## src/rtl/eth_pkg.sv

```systemverilog
// Shared Ethernet constants, receive FSM state encoding and a byte-wide
// reflected CRC-32 step used by the GMII receive path.
package eth_pkg;

  localparam logic [7:0]  ETH_PREAMBLE_BYTE = 8'h55;
  localparam logic [7:0]  ETH_SFD_BYTE      = 8'hD5;
  localparam logic [31:0] ETH_CRC32_POLY    = 32'hEDB88320;
  localparam logic [31:0] ETH_CRC32_INIT    = 32'hFFFFFFFF;
  localparam logic [31:0] ETH_CRC32_RESIDUE = 32'hDEBB20E3;
  localparam int          ETH_FCS_LENGTH    = 4;
  localparam int          ETH_PREAMBLE_MAX  = 7;

  typedef enum logic [1:0] {
    ST_IDLE     = 2'd0,
    ST_PREAMBLE = 2'd1,
    ST_DATA     = 2'd2,
    ST_DROP     = 2'd3
  } rx_state_e;

  // One byte of LSB-first CRC-32; no final inversion, so a frame that
  // includes its own FCS leaves the register at ETH_CRC32_RESIDUE.
  function automatic logic [31:0] crc32_byte(input logic [31:0] crc,
                                             input logic [7:0]  data);
    logic [31:0] c;
    c = crc ^ {24'h0, data};
    for (int i = 0; i < 8; i++) begin
      c = c[0] ? ((c >> 1) ^ ETH_CRC32_POLY) : (c >> 1);
    end
    return c;
  endfunction

endpackage

```

## src/rtl/eth_crc32.sv

```systemverilog
// Byte-wide CRC-32 accumulator. Clear has priority over Valid and returns
// the register to the all-ones seed.
module eth_crc32
  import eth_pkg::*;
(
  input  logic        Clk,
  input  logic        Rst_n,
  input  logic        Clear,
  input  logic        Valid,
  input  logic [7:0]  Data,
  output logic [31:0] Crc
);

  // Accumulate one byte per valid cycle, reseed on Clear.
  always_ff @(posedge Clk or negedge Rst_n) begin
    if (!Rst_n) begin
      Crc <= ETH_CRC32_INIT;
    end else if (Clear) begin
      Crc <= ETH_CRC32_INIT;
    end else if (Valid) begin
      Crc <= crc32_byte(Crc, Data);
    end
  end

endmodule

```

## src/rtl/gmii_rx_framer.sv

```systemverilog
// GMII receive framer: strips preamble/SFD, delays the frame by the FCS
// length so the FCS is never emitted, and flags the last byte of a bad frame.
// Optional FCS checking: define GMII_RX_FRAMER_FCS_CHECK_EN.
//
//   state       | meaning
//   ------------+-----------------------------------------------------
//   IDLE        | waiting for Gmii_rx_dv with a preamble byte
//   PREAMBLE    | counting 0x55 bytes (max 7), looking for the SFD
//   DATA        | frame body flows through delay line and hold register
//   DROP        | malformed start, discard until Gmii_rx_dv falls
module gmii_rx_framer
  import eth_pkg::*;
#(
  parameter int MIN_FRAME_LENGTH = 64,
  parameter int MAX_FRAME_LENGTH = 1518
) (
  input  logic        Clk,
  input  logic        Rst_n,
  input  logic        Gmii_rx_dv,
  input  logic        Gmii_rx_er,
  input  logic [7:0]  Gmii_rxd,
  output logic [7:0]  Output_data,
  output logic        Output_valid,
  output logic        Output_error,
  output logic [15:0] Status_good_frames,
  output logic [15:0] Status_bad_frames
);

  localparam logic [15:0] MIN_LEN  = 16'(MIN_FRAME_LENGTH);
  localparam logic [15:0] MAX_LEN  = 16'(MAX_FRAME_LENGTH);
  localparam logic [15:0] FCS_LEN  = 16'(ETH_FCS_LENGTH);
  localparam logic [2:0]  PRE_MAX  = 3'(ETH_PREAMBLE_MAX);

  rx_state_e state, state_nxt;

  logic [2:0]                         pre_cnt;
  logic [15:0]                        len_cnt;
  logic                               err_seen;
  logic [ETH_FCS_LENGTH-1:0][7:0]     dly_line;
  logic [7:0]                         hold_data;
  logic                               hold_valid;
  logic                               fcs_bad;
  logic                               frame_bad;

  logic                               data_shift;
  logic                               frame_end;
  logic                               abort_bad;

  // State register.
  always_ff @(posedge Clk or negedge Rst_n) begin
    if (!Rst_n) state <= ST_IDLE;
    else        state <= state_nxt;
  end

  // Next-state decode.
  always_comb begin
    state_nxt = state;
    case (state)
      ST_IDLE: begin
        if (Gmii_rx_dv)
          state_nxt = (Gmii_rxd == ETH_PREAMBLE_BYTE) ? ST_PREAMBLE : ST_DROP;
      end
      ST_PREAMBLE: begin
        if (!Gmii_rx_dv)                        state_nxt = ST_IDLE;
        else if (Gmii_rx_er)                    state_nxt = ST_DROP;
        else if (Gmii_rxd == ETH_SFD_BYTE)      state_nxt = ST_DATA;
        else if (Gmii_rxd == ETH_PREAMBLE_BYTE && pre_cnt < PRE_MAX)
                                                state_nxt = ST_PREAMBLE;
        else                                    state_nxt = ST_DROP;
      end
      ST_DATA: if (!Gmii_rx_dv) state_nxt = ST_IDLE;
      ST_DROP: if (!Gmii_rx_dv) state_nxt = ST_IDLE;
      default: state_nxt = ST_IDLE;
    endcase
  end

  // Per-state datapath strobes.
  always_comb begin
    data_shift = 1'b0;
    frame_end  = 1'b0;
    abort_bad  = 1'b0;
    case (state)
      ST_PREAMBLE: abort_bad = !Gmii_rx_dv;
      ST_DATA: begin
        data_shift = Gmii_rx_dv;
        frame_end  = !Gmii_rx_dv;
      end
      ST_DROP:     abort_bad = !Gmii_rx_dv;
      default: ;
    endcase
  end

  // Preamble byte count; the byte that left IDLE counts as the first.
  always_ff @(posedge Clk or negedge Rst_n) begin
    if (!Rst_n)                                       pre_cnt <= 3'd0;
    else if (state == ST_IDLE)                        pre_cnt <= 3'd1;
    else if (state == ST_PREAMBLE && pre_cnt != PRE_MAX) pre_cnt <= pre_cnt + 3'd1;
  end

  // Saturating frame length and sticky receive-error flag.
  always_ff @(posedge Clk or negedge Rst_n) begin
    if (!Rst_n) begin
      len_cnt  <= 16'd0;
      err_seen <= 1'b0;
    end else if (state != ST_DATA) begin
      len_cnt  <= 16'd0;
      err_seen <= 1'b0;
    end else if (data_shift) begin
      if (len_cnt != 16'hFFFF) len_cnt <= len_cnt + 16'd1;
      err_seen <= err_seen | Gmii_rx_er;
    end
  end

`ifdef GMII_RX_FRAMER_FCS_CHECK_EN
  logic [31:0] crc;

  eth_crc32 u_crc32 (
    .Clk   (Clk),
    .Rst_n (Rst_n),
    .Clear (state != ST_DATA),
    .Valid (data_shift),
    .Data  (Gmii_rxd),
    .Crc   (crc)
  );

  assign fcs_bad = (crc != ETH_CRC32_RESIDUE);
`else
  assign fcs_bad = 1'b0;
`endif

  assign frame_bad = err_seen || (len_cnt < MIN_LEN) || (len_cnt > MAX_LEN) || fcs_bad;

  // Delay line, hold register and output byte; the FCS is still in the
  // delay line when Gmii_rx_dv falls, so it is simply never released.
  always_ff @(posedge Clk or negedge Rst_n) begin
    if (!Rst_n) begin
      dly_line     <= '0;
      hold_data    <= 8'd0;
      hold_valid   <= 1'b0;
      Output_data  <= 8'd0;
      Output_valid <= 1'b0;
      Output_error <= 1'b0;
    end else begin
      Output_valid <= 1'b0;
      Output_error <= 1'b0;
      if (data_shift) begin
        dly_line   <= {dly_line[ETH_FCS_LENGTH-2:0], Gmii_rxd};
        hold_data  <= dly_line[ETH_FCS_LENGTH-1];
        hold_valid <= (len_cnt >= FCS_LEN);
        if (hold_valid) begin
          Output_data  <= hold_data;
          Output_valid <= 1'b1;
        end
      end else if (frame_end) begin
        hold_valid <= 1'b0;
        if (hold_valid) begin
          Output_data  <= hold_data;
          Output_valid <= 1'b1;
          Output_error <= frame_bad;
        end
      end
    end
  end

  // Frame statistics, updated on the edge that releases the final byte.
  always_ff @(posedge Clk or negedge Rst_n) begin
    if (!Rst_n) begin
      Status_good_frames <= 16'd0;
      Status_bad_frames  <= 16'd0;
    end else if (frame_end) begin
      if (hold_valid && !frame_bad) Status_good_frames <= Status_good_frames + 16'd1;
      else                          Status_bad_frames  <= Status_bad_frames + 16'd1;
    end else if (abort_bad) begin
      Status_bad_frames <= Status_bad_frames + 16'd1;
    end
  end

endmodule

```

## config.mk

```make
export PLATFORM = sky130hd
export DESIGN_NAME = gmii_rx_framer
export DESIGN_NICKNAME = d
export VERILOG_FILES = /design/src/rtl/eth_pkg.sv /design/src/rtl/eth_crc32.sv /design/src/rtl/gmii_rx_framer.sv
export SDC_FILE = /design/constraint.sdc
export NUM_CORES = 1
export LEC_CHECK = 0
export CAP_MARGIN = 40
export CORE_AREA = 2 2 100 102
export CTS_CLUSTER_SIZE = 20
export DETAILED_ROUTE_END_ITERATION = 7
export DIE_AREA = 0 0 102 104
export PLACE_DENSITY = 0.74
export SKIP_LAST_GASP = 1
export SYNTH_ARGS = -nofsm -noshare
export SYNTH_HDL_FRONTEND = slang
export SYNTH_SLANG_ARGS = --single-unit
export TNS_END_PERCENT = 100
```

## constraint.sdc

```tcl
create_clock -name Clk -period 2.06 [get_ports Clk]
set_input_delay 0.412 -clock Clk [delete_from_list [all_inputs] [get_ports Clk]]
set_output_delay 0.412 -clock Clk [all_outputs]
set_load 0.03 [all_outputs]
```

==> metrics.cfg, run 1 <==
[setup_path]
worstPathMaxFanout=3
startpoint_type=register
critPathKind=register to register
required_ns=2.33
arrival_ns=2.28
crit_slowest_cell=or4_4
end_kind=register
crit_family=simple AND/OR/NAND/NOR gates
path_cells=or4_4, o211ai_2, nor2_2, a311oi_2, mux2_4
cpPeakStageDelay_ns=0.56
crit_buf_inv=0

[global_route]
grt_start_max_net_pins=46
antenna_found_initial=0
grt_pass1_wl_mm=15.4
grt_usage_pct=17.9
grt_pass1_vias=3220
overflow=0

[synth]
yosys_warnings=0
synth-seq-area-share_pct=56.1
synth_top_area_share_pct=56.1
synth.area.top_cells=dfrtp_1, mux2_2, xnor2_1, xor2_1, nand2_1
netlist_instances=397
synth_area_leader_cell=dfrtp_1
ys_ff_latch=105
async_reset_ff_share_pct=100
synth_edf_count=0
syn_avg_cell_area_um2=11.8
synth_nets=415
synth.distinct_cells=53
syn_area_um2=4680
synthFlopType=dfrtp_1

[drt]
dr.first_iter.drc_count=119
wire_per_inst_um=14.1
vias_per_cell=5.21
drt_first_pass_iters=4
vias=3244
wirelength_mm=8.80
drcViolationCount=0
postRouteAntennaNets=0

[clocking]
cts_sinks=105
cts_tree=built
insertion_delay_ns=0.37
clk_pin_slew_worst_paths_ns=0.10
cts_root_buf=clkbuf_8
htreeDepth=3
cts_buffers=9
clock_path_buffers=2

[pwr]
seq_power_share_pct=57.1
powerDensity_nw_per_um2=801
p_comb_share_pct=17.6
vdd_drop_max_v=0.000420
switchingPower_w=0.00132
clkPwrFrac_pct=25.3
switching_share_pct=28.2
p_int_w=0.00337
power_leakage_nw=2.63

[timing]
hold_viol_final=0
setup_viol=0
final.setup.tns_ns=0
final.min_clock_period_ns=2.01
max_slew_margin_pct=72.6
report.final.slew_viol_count=0
max_freq_mhz=497
skew_ns=0.00817
rsz0062_at_grt=true
post-route-period-util_pct=97.7
tightest_slew_ns=0.405

[floorplanning]
ios=54
die_area_um2=10600
rows=36
die_h_um=104
start_util_pct=49.1
die_x_um=102
coreArea_um2=9550

[run_status]
outcome=complete, no violations

[finish]
fin_nets=503
synthToLayoutAreaGrowth_pct=24.9
utilization_pct=61.3
antenna_cells=0
drive_gt1_share_pct=22.9

[place]
port_buffers=53
place_congestion=0.845
post-dp-hpwl_mm=6.29

[job]
maxCapViolCount=0

[worst_hold_path]
hp-class=input pin to asynchronous set/reset pin

## path summary, 6_finish.rpt
path,start,cells after the start,end,slack [ns]
max,len_cnt[11]$_DFFE_PN0P_,5,Status_bad_frames[1]$_DFFE_PN0P_,0.05
min,Rst_n,2,dly_line[10]$_DFFE_PN0P_,0.43
max reg2reg,len_cnt[11]$_DFFE_PN0P_,5,Status_bad_frames[1]$_DFFE_PN0P_,0.05
min reg2reg,Status_good_frames[15]$_DFFE_PN0P_,1,Status_good_frames[15]$_DFFE_PN0P_,0.47
max in group asynchronous,Rst_n,3,Status_bad_frames[5]$_DFFE_PN0P_,1.05
min in group Clk,Status_good_frames[15]$_DFFE_PN0P_,1,Status_good_frames[15]$_DFFE_PN0P_,0.47
## kinds of logic after synthesis
kind of cell	Yosys count	share of synthesized area [%]
compound gates	33	5.80
xor+xnor	42	7.85
fa+ha+maj	6	1.60
buf+inv	24	1.98
flops	105	56.1
mux	43	10.3
simple gates	144	16.4
## synth_stat cells (6+ instances only)
cell type / instances
nand2_1: 44
mux2_2: 40
xor2_1: 21
dfrtp_1: 105
inv_1: 9
ha_1: 6
and3_1: 7
nand4_1: 12
nand3_1: 16
clkbuf_1: 9
nor2_1: 27
xnor2_1: 21
nor3_1: 9
## routing by layer
layer,part of all wire [%],global-route usage (%)
met1,49,26.9
met2,46,25.8
met3,3.3,4.17
met4,1.7,5.71
met5,0,0
## state kept, by name (all words and copies together) (netlist names)
signal              count
Output_error            1
hold_data               8
Output_valid            1
len_cnt                16
pre_cnt                 3
dly_line               32
Status_good_frames     16
Output_data             8
err_seen                1
state                   2
Status_bad_frames      16
hold_valid              1
## worst register-to-register path, cell delays in order, from the launching register on
cell and delay (ns):
dfrtp_1 0.44, or4_4 0.56, o211ai_2 0.21, nor2_2 0.07, a311oi_2 0.30, mux2_4 0.33
## power by group through the flow
stage / combinational, W / sequential, W / clock [W]
2_1_floorplan: 0.000437 / 0.00275 / 0
5_1_grt: 0.000902 / 0.00273 / 0.00131
6_report: 0.000825 / 0.00267 / 0.00119
3_3_place_gp: 0.000786 / 0.00270 / 0
3_5_place_dp: 0.000821 / 0.00272 / 0
4_1_cts: 0.000827 / 0.00268 / 0.00123
## layout by cell type, fill, tap and decap left out, types with 3 or more instances in the layout
| master | netlist | final |
|---|---|---|
| o211ai_1 | 5 | 5 |
| a21oi_1 | 3 | 3 |
| nor4_1 | 3 | 3 |
| o21ai_0 | 5 | 5 |
| nand2_1 | 44 | 44 |
| xor2_1 | 21 | 21 |
| nor3_1 | 9 | 9 |
| inv_1 | 9 | 9 |
| dfrtp_1 | 105 | 104 |
| and3_1 | 7 | 7 |
| xnor2_1 | 21 | 21 |
| buf_4 | 0 | 36 |
| clkdlybuf4s50_1 | 0 | 52 |
| nand3_1 | 16 | 15 |
| a211oi_1 | 5 | 4 |
| nand4_1 | 12 | 12 |
| nor2_1 | 27 | 27 |
| ha_1 | 6 | 6 |
| and4_1 | 5 | 5 |
| mux2_2 | 40 | 40 |
| clkbuf_8 | 0 | 9 |
## per-stage QoR
stage | instance area [um^2] | power, W | cells | hold WS (ns) | worst slack, ns
global route | 5850 | 0.00494 | 623 | 0.446 | -0.0261
global placement | 5610 | 0.00348 | 603 | 0.290 | -0.0137
finish | 5850 | 0.00469 | 623 | 0.430 | 0.0475
detailed placement | 5610 | 0.00354 | 603 | 0.297 | -0.0786
CTS | 5820 | 0.00473 | 620 | 0.429 | 0.00262
floorplan | 4680 | 0.00319 | 397 | 0.116 | 0.0274
## layout make-up
class / count / area [um^2]
Fill cell: 789 / 3700
Sequential cell: 105 / 2630
Clock buffer: 10 / 128
Multi-Input combinational cell: 268 / 2000
Inverter: 10 / 37.5
Clock inverter: 6 / 51.3
Timing Repair Buffer: 91 / 841
Tap cell: 133 / 166
## timing repair
action | 4_1_cts | 5_1_grt
buffers inserted | 0 | 3
gates resized for setup | 3 | 4
pin swaps | 0 | 6
setup endpoints to repair | 2 | 8
hold endpoints to repair | 15 | 0
hold buffers | 1 | 0
No activity file was read; power rests on OpenSTA's default activity.
==> run 2: changes to the inputs <==
- PLACE_DENSITY: 0.74 -> 0.82
==> run 2 against run 1 <==
Effect of this change:
- die area unchanged
- sequential cell count unchanged
- final cell count down 1.9%
- sequential power about the same
- final area down 1.2%
- combinational power up 0.5%
- critical path type unchanged
- power up 1.8%
- clock power up 6%
- routed wire length up 7.5%
- global-route usage up 1.0 points
- critical endpoint is now Status_good_frames[8]$_DFFE_PN0P_
==> metrics.cfg, run 2 (same netlist as run 1, synthesis figures left out) <==
[global_route]
grt_pass1_vias=3325  ; +3.3%
grt_usage_pct=18.9  ; +1.0 points
antenna_found_initial=0  ; unchanged
grt_pass1_wl_mm=16.0  ; +3.7%
grt_start_max_net_pins=65  ; +41%
overflow=0  ; unchanged

[setup_path]
startpoint_type=register
cpPeakStageDelay_ns=0.42  ; -0.14 ns
critPathKind=register to register
path_cells=buf_4, a211oi_2, o211a_4, nand3_1, nor4b_2, xor2_1
crit_buf_inv=1  ; +1
arrival_ns=2.30  ; +0.02 ns
worstPathMaxFanout=5  ; +2
required_ns=2.35  ; +0.02 ns
crit_slowest_cell=nor4b_2
end_kind=register
rrSetupSlack_ns=0.05  ; about the same
crit_family=simple AND/OR/NAND/NOR gates

[timing]
post-route-period-util_pct=97.4  ; -0.27 points
tightest_slew_ns=0.501  ; +0.0957 ns
final.min_clock_period_ns=2.01  ; -0.00562 ns
setup_viol=0  ; unchanged
timing.final.ws_setup_ns=0.0531  ; +0.00562 ns
final.setup.tns_ns=0  ; unchanged
hold_viol_final=0  ; unchanged
max_freq_mhz=498  ; +0.28%
skew_ns=0.0107  ; +0.00254 ns
holdWs_ns=0.471  ; +0.0402 ns
max_slew_margin_pct=66.5  ; -6.1 points
rsz0062_at_grt=true
report.final.slew_viol_count=0  ; unchanged

[run_status]
outcome=complete, no violations

[finish]
drive_gt1_share_pct=20.9  ; -1.9 points
final_common_cell=dfrtp_1
fin_nets=492  ; -2.2%
final_cell_mix=dfrtp_1, clkdlybuf4s50_1, nand2_1, mux2_2, nor2_1
antenna_cells=0  ; unchanged
regMostFlops=dly_line
utilization_pct=60.6  ; -0.72 points
synthToLayoutAreaGrowth_pct=23.5
largest_reg_flops=32  ; unchanged

[clocking]
cts_sinks=105  ; unchanged
cts_buffers=9  ; unchanged
insertion_delay_ns=0.37  ; about the same
clock_path_buffers=2  ; unchanged
clk_pin_slew_worst_paths_ns=0.09  ; about the same
cts_root_buf=clkbuf_8
htreeDepth=3  ; unchanged
cts_tree=built

[drt]
wire_per_inst_um=15.5  ; +9.7%
wirelength_mm=9.46  ; +7.5%
vias=3285  ; +1.3%
drt_first_pass_iters=4  ; unchanged
drcViolationCount=0  ; unchanged
dr.first_iter.drc_count=153  ; +29%
postRouteAntennaNets=0  ; unchanged
vias_per_cell=5.38  ; +3.3%

[floorplanning]
coreArea_um2=9550  ; unchanged
rows=36  ; unchanged
start_util_pct=49.1  ; unchanged
ios=54  ; unchanged
die_x_um=102  ; unchanged
die_area_um2=10600  ; unchanged
die_h_um=104  ; unchanged

[place]
pre_cts_slack_ns=-0.0962  ; -0.0176 ns
post-dp-hpwl_mm=6.76  ; +7.5%
place_congestion=0.864  ; +2.2%
port_buffers=53  ; unchanged

[pwr]
vdd_drop_max_v=0.000389  ; -7.4%
powerDensity_nw_per_um2=825  ; +3.0%
power_leakage_nw=2.58  ; -1.9%

[worst_hold_path]
hp-class=register to register

[job]
maxCapViolCount=0  ; unchanged

run 2: timing repair:
item | CTS | global route
gates cloned | 0 | 0
resized for setup | 2 | 5
hold buffers | 1 | 0
endpoints found under the setup margin | 2 | 12
pin swaps | 0 | 2
endpoints found under the hold margin | 24 | 0
setup buffers | 0 | 1
run 2: path summary, 6_finish.rpt:
kind	start	to	cells past startpoint
min in group asynchronous	Rst_n	Status_good_frames[6]$_DFFE_PN0P_	2
hold reg to reg	Status_good_frames[15]$_DFFE_PN0P_	Status_good_frames[15]$_DFFE_PN0P_	1
max in group asynchronous	Rst_n	dly_line[9]$_DFFE_PN0P_	3
setup reg to reg	len_cnt[10]$_DFFE_PN0P_	Status_good_frames[8]$_DFFE_PN0P_	6
setup / recovery	len_cnt[10]$_DFFE_PN0P_	Status_good_frames[8]$_DFFE_PN0P_	6
hold / removal	Status_good_frames[15]$_DFFE_PN0P_	Status_good_frames[15]$_DFFE_PN0P_	1
run 2: final cells by class:
| cell class | instances | area [um^2] |
|---|---|---|
| clock inverters | 5 | 56.3 |
| clock buffers | 10 | 138 |
| inverters | 10 | 37.5 |
| flip-flops and latches | 105 | 2630 |
| well taps | 133 | 166 |
| repair buffers | 80 | 758 |
| fillers | 752 | 3760 |
| multi-input cells | 268 | 2000 |
run 2: layer usage:
metal  vias up  share of wire (%)  track usage [%]
met5         -                  0                0
met1      1637                 45             26.2
met2        73                 49             29.2
met4         0                2.4             8.57
li1       1557                  -                -
met3        18                3.6             3.09
run 2: report_power, final:
| group | switching (W) | internal (W) |
|---|---|---|
| logic | 0.000363 | 0.000466 |
| registers | 0.000245 | 0.00244 |
| clock network | 0.000677 | 0.000586 |
| total | 0.00128 | 0.00349 |
run 2: metrics by stage:
stage          total power (W)  area, um^2  std cells
6_report               0.00477        5780        611
3_5_place_dp           0.00355        5540        594
5_1_grt                0.00503        5780        611
4_1_cts                0.00479        5760        610
3_3_place_gp           0.00347        5540        594
2_1_floorplan          0.00319        4680        397
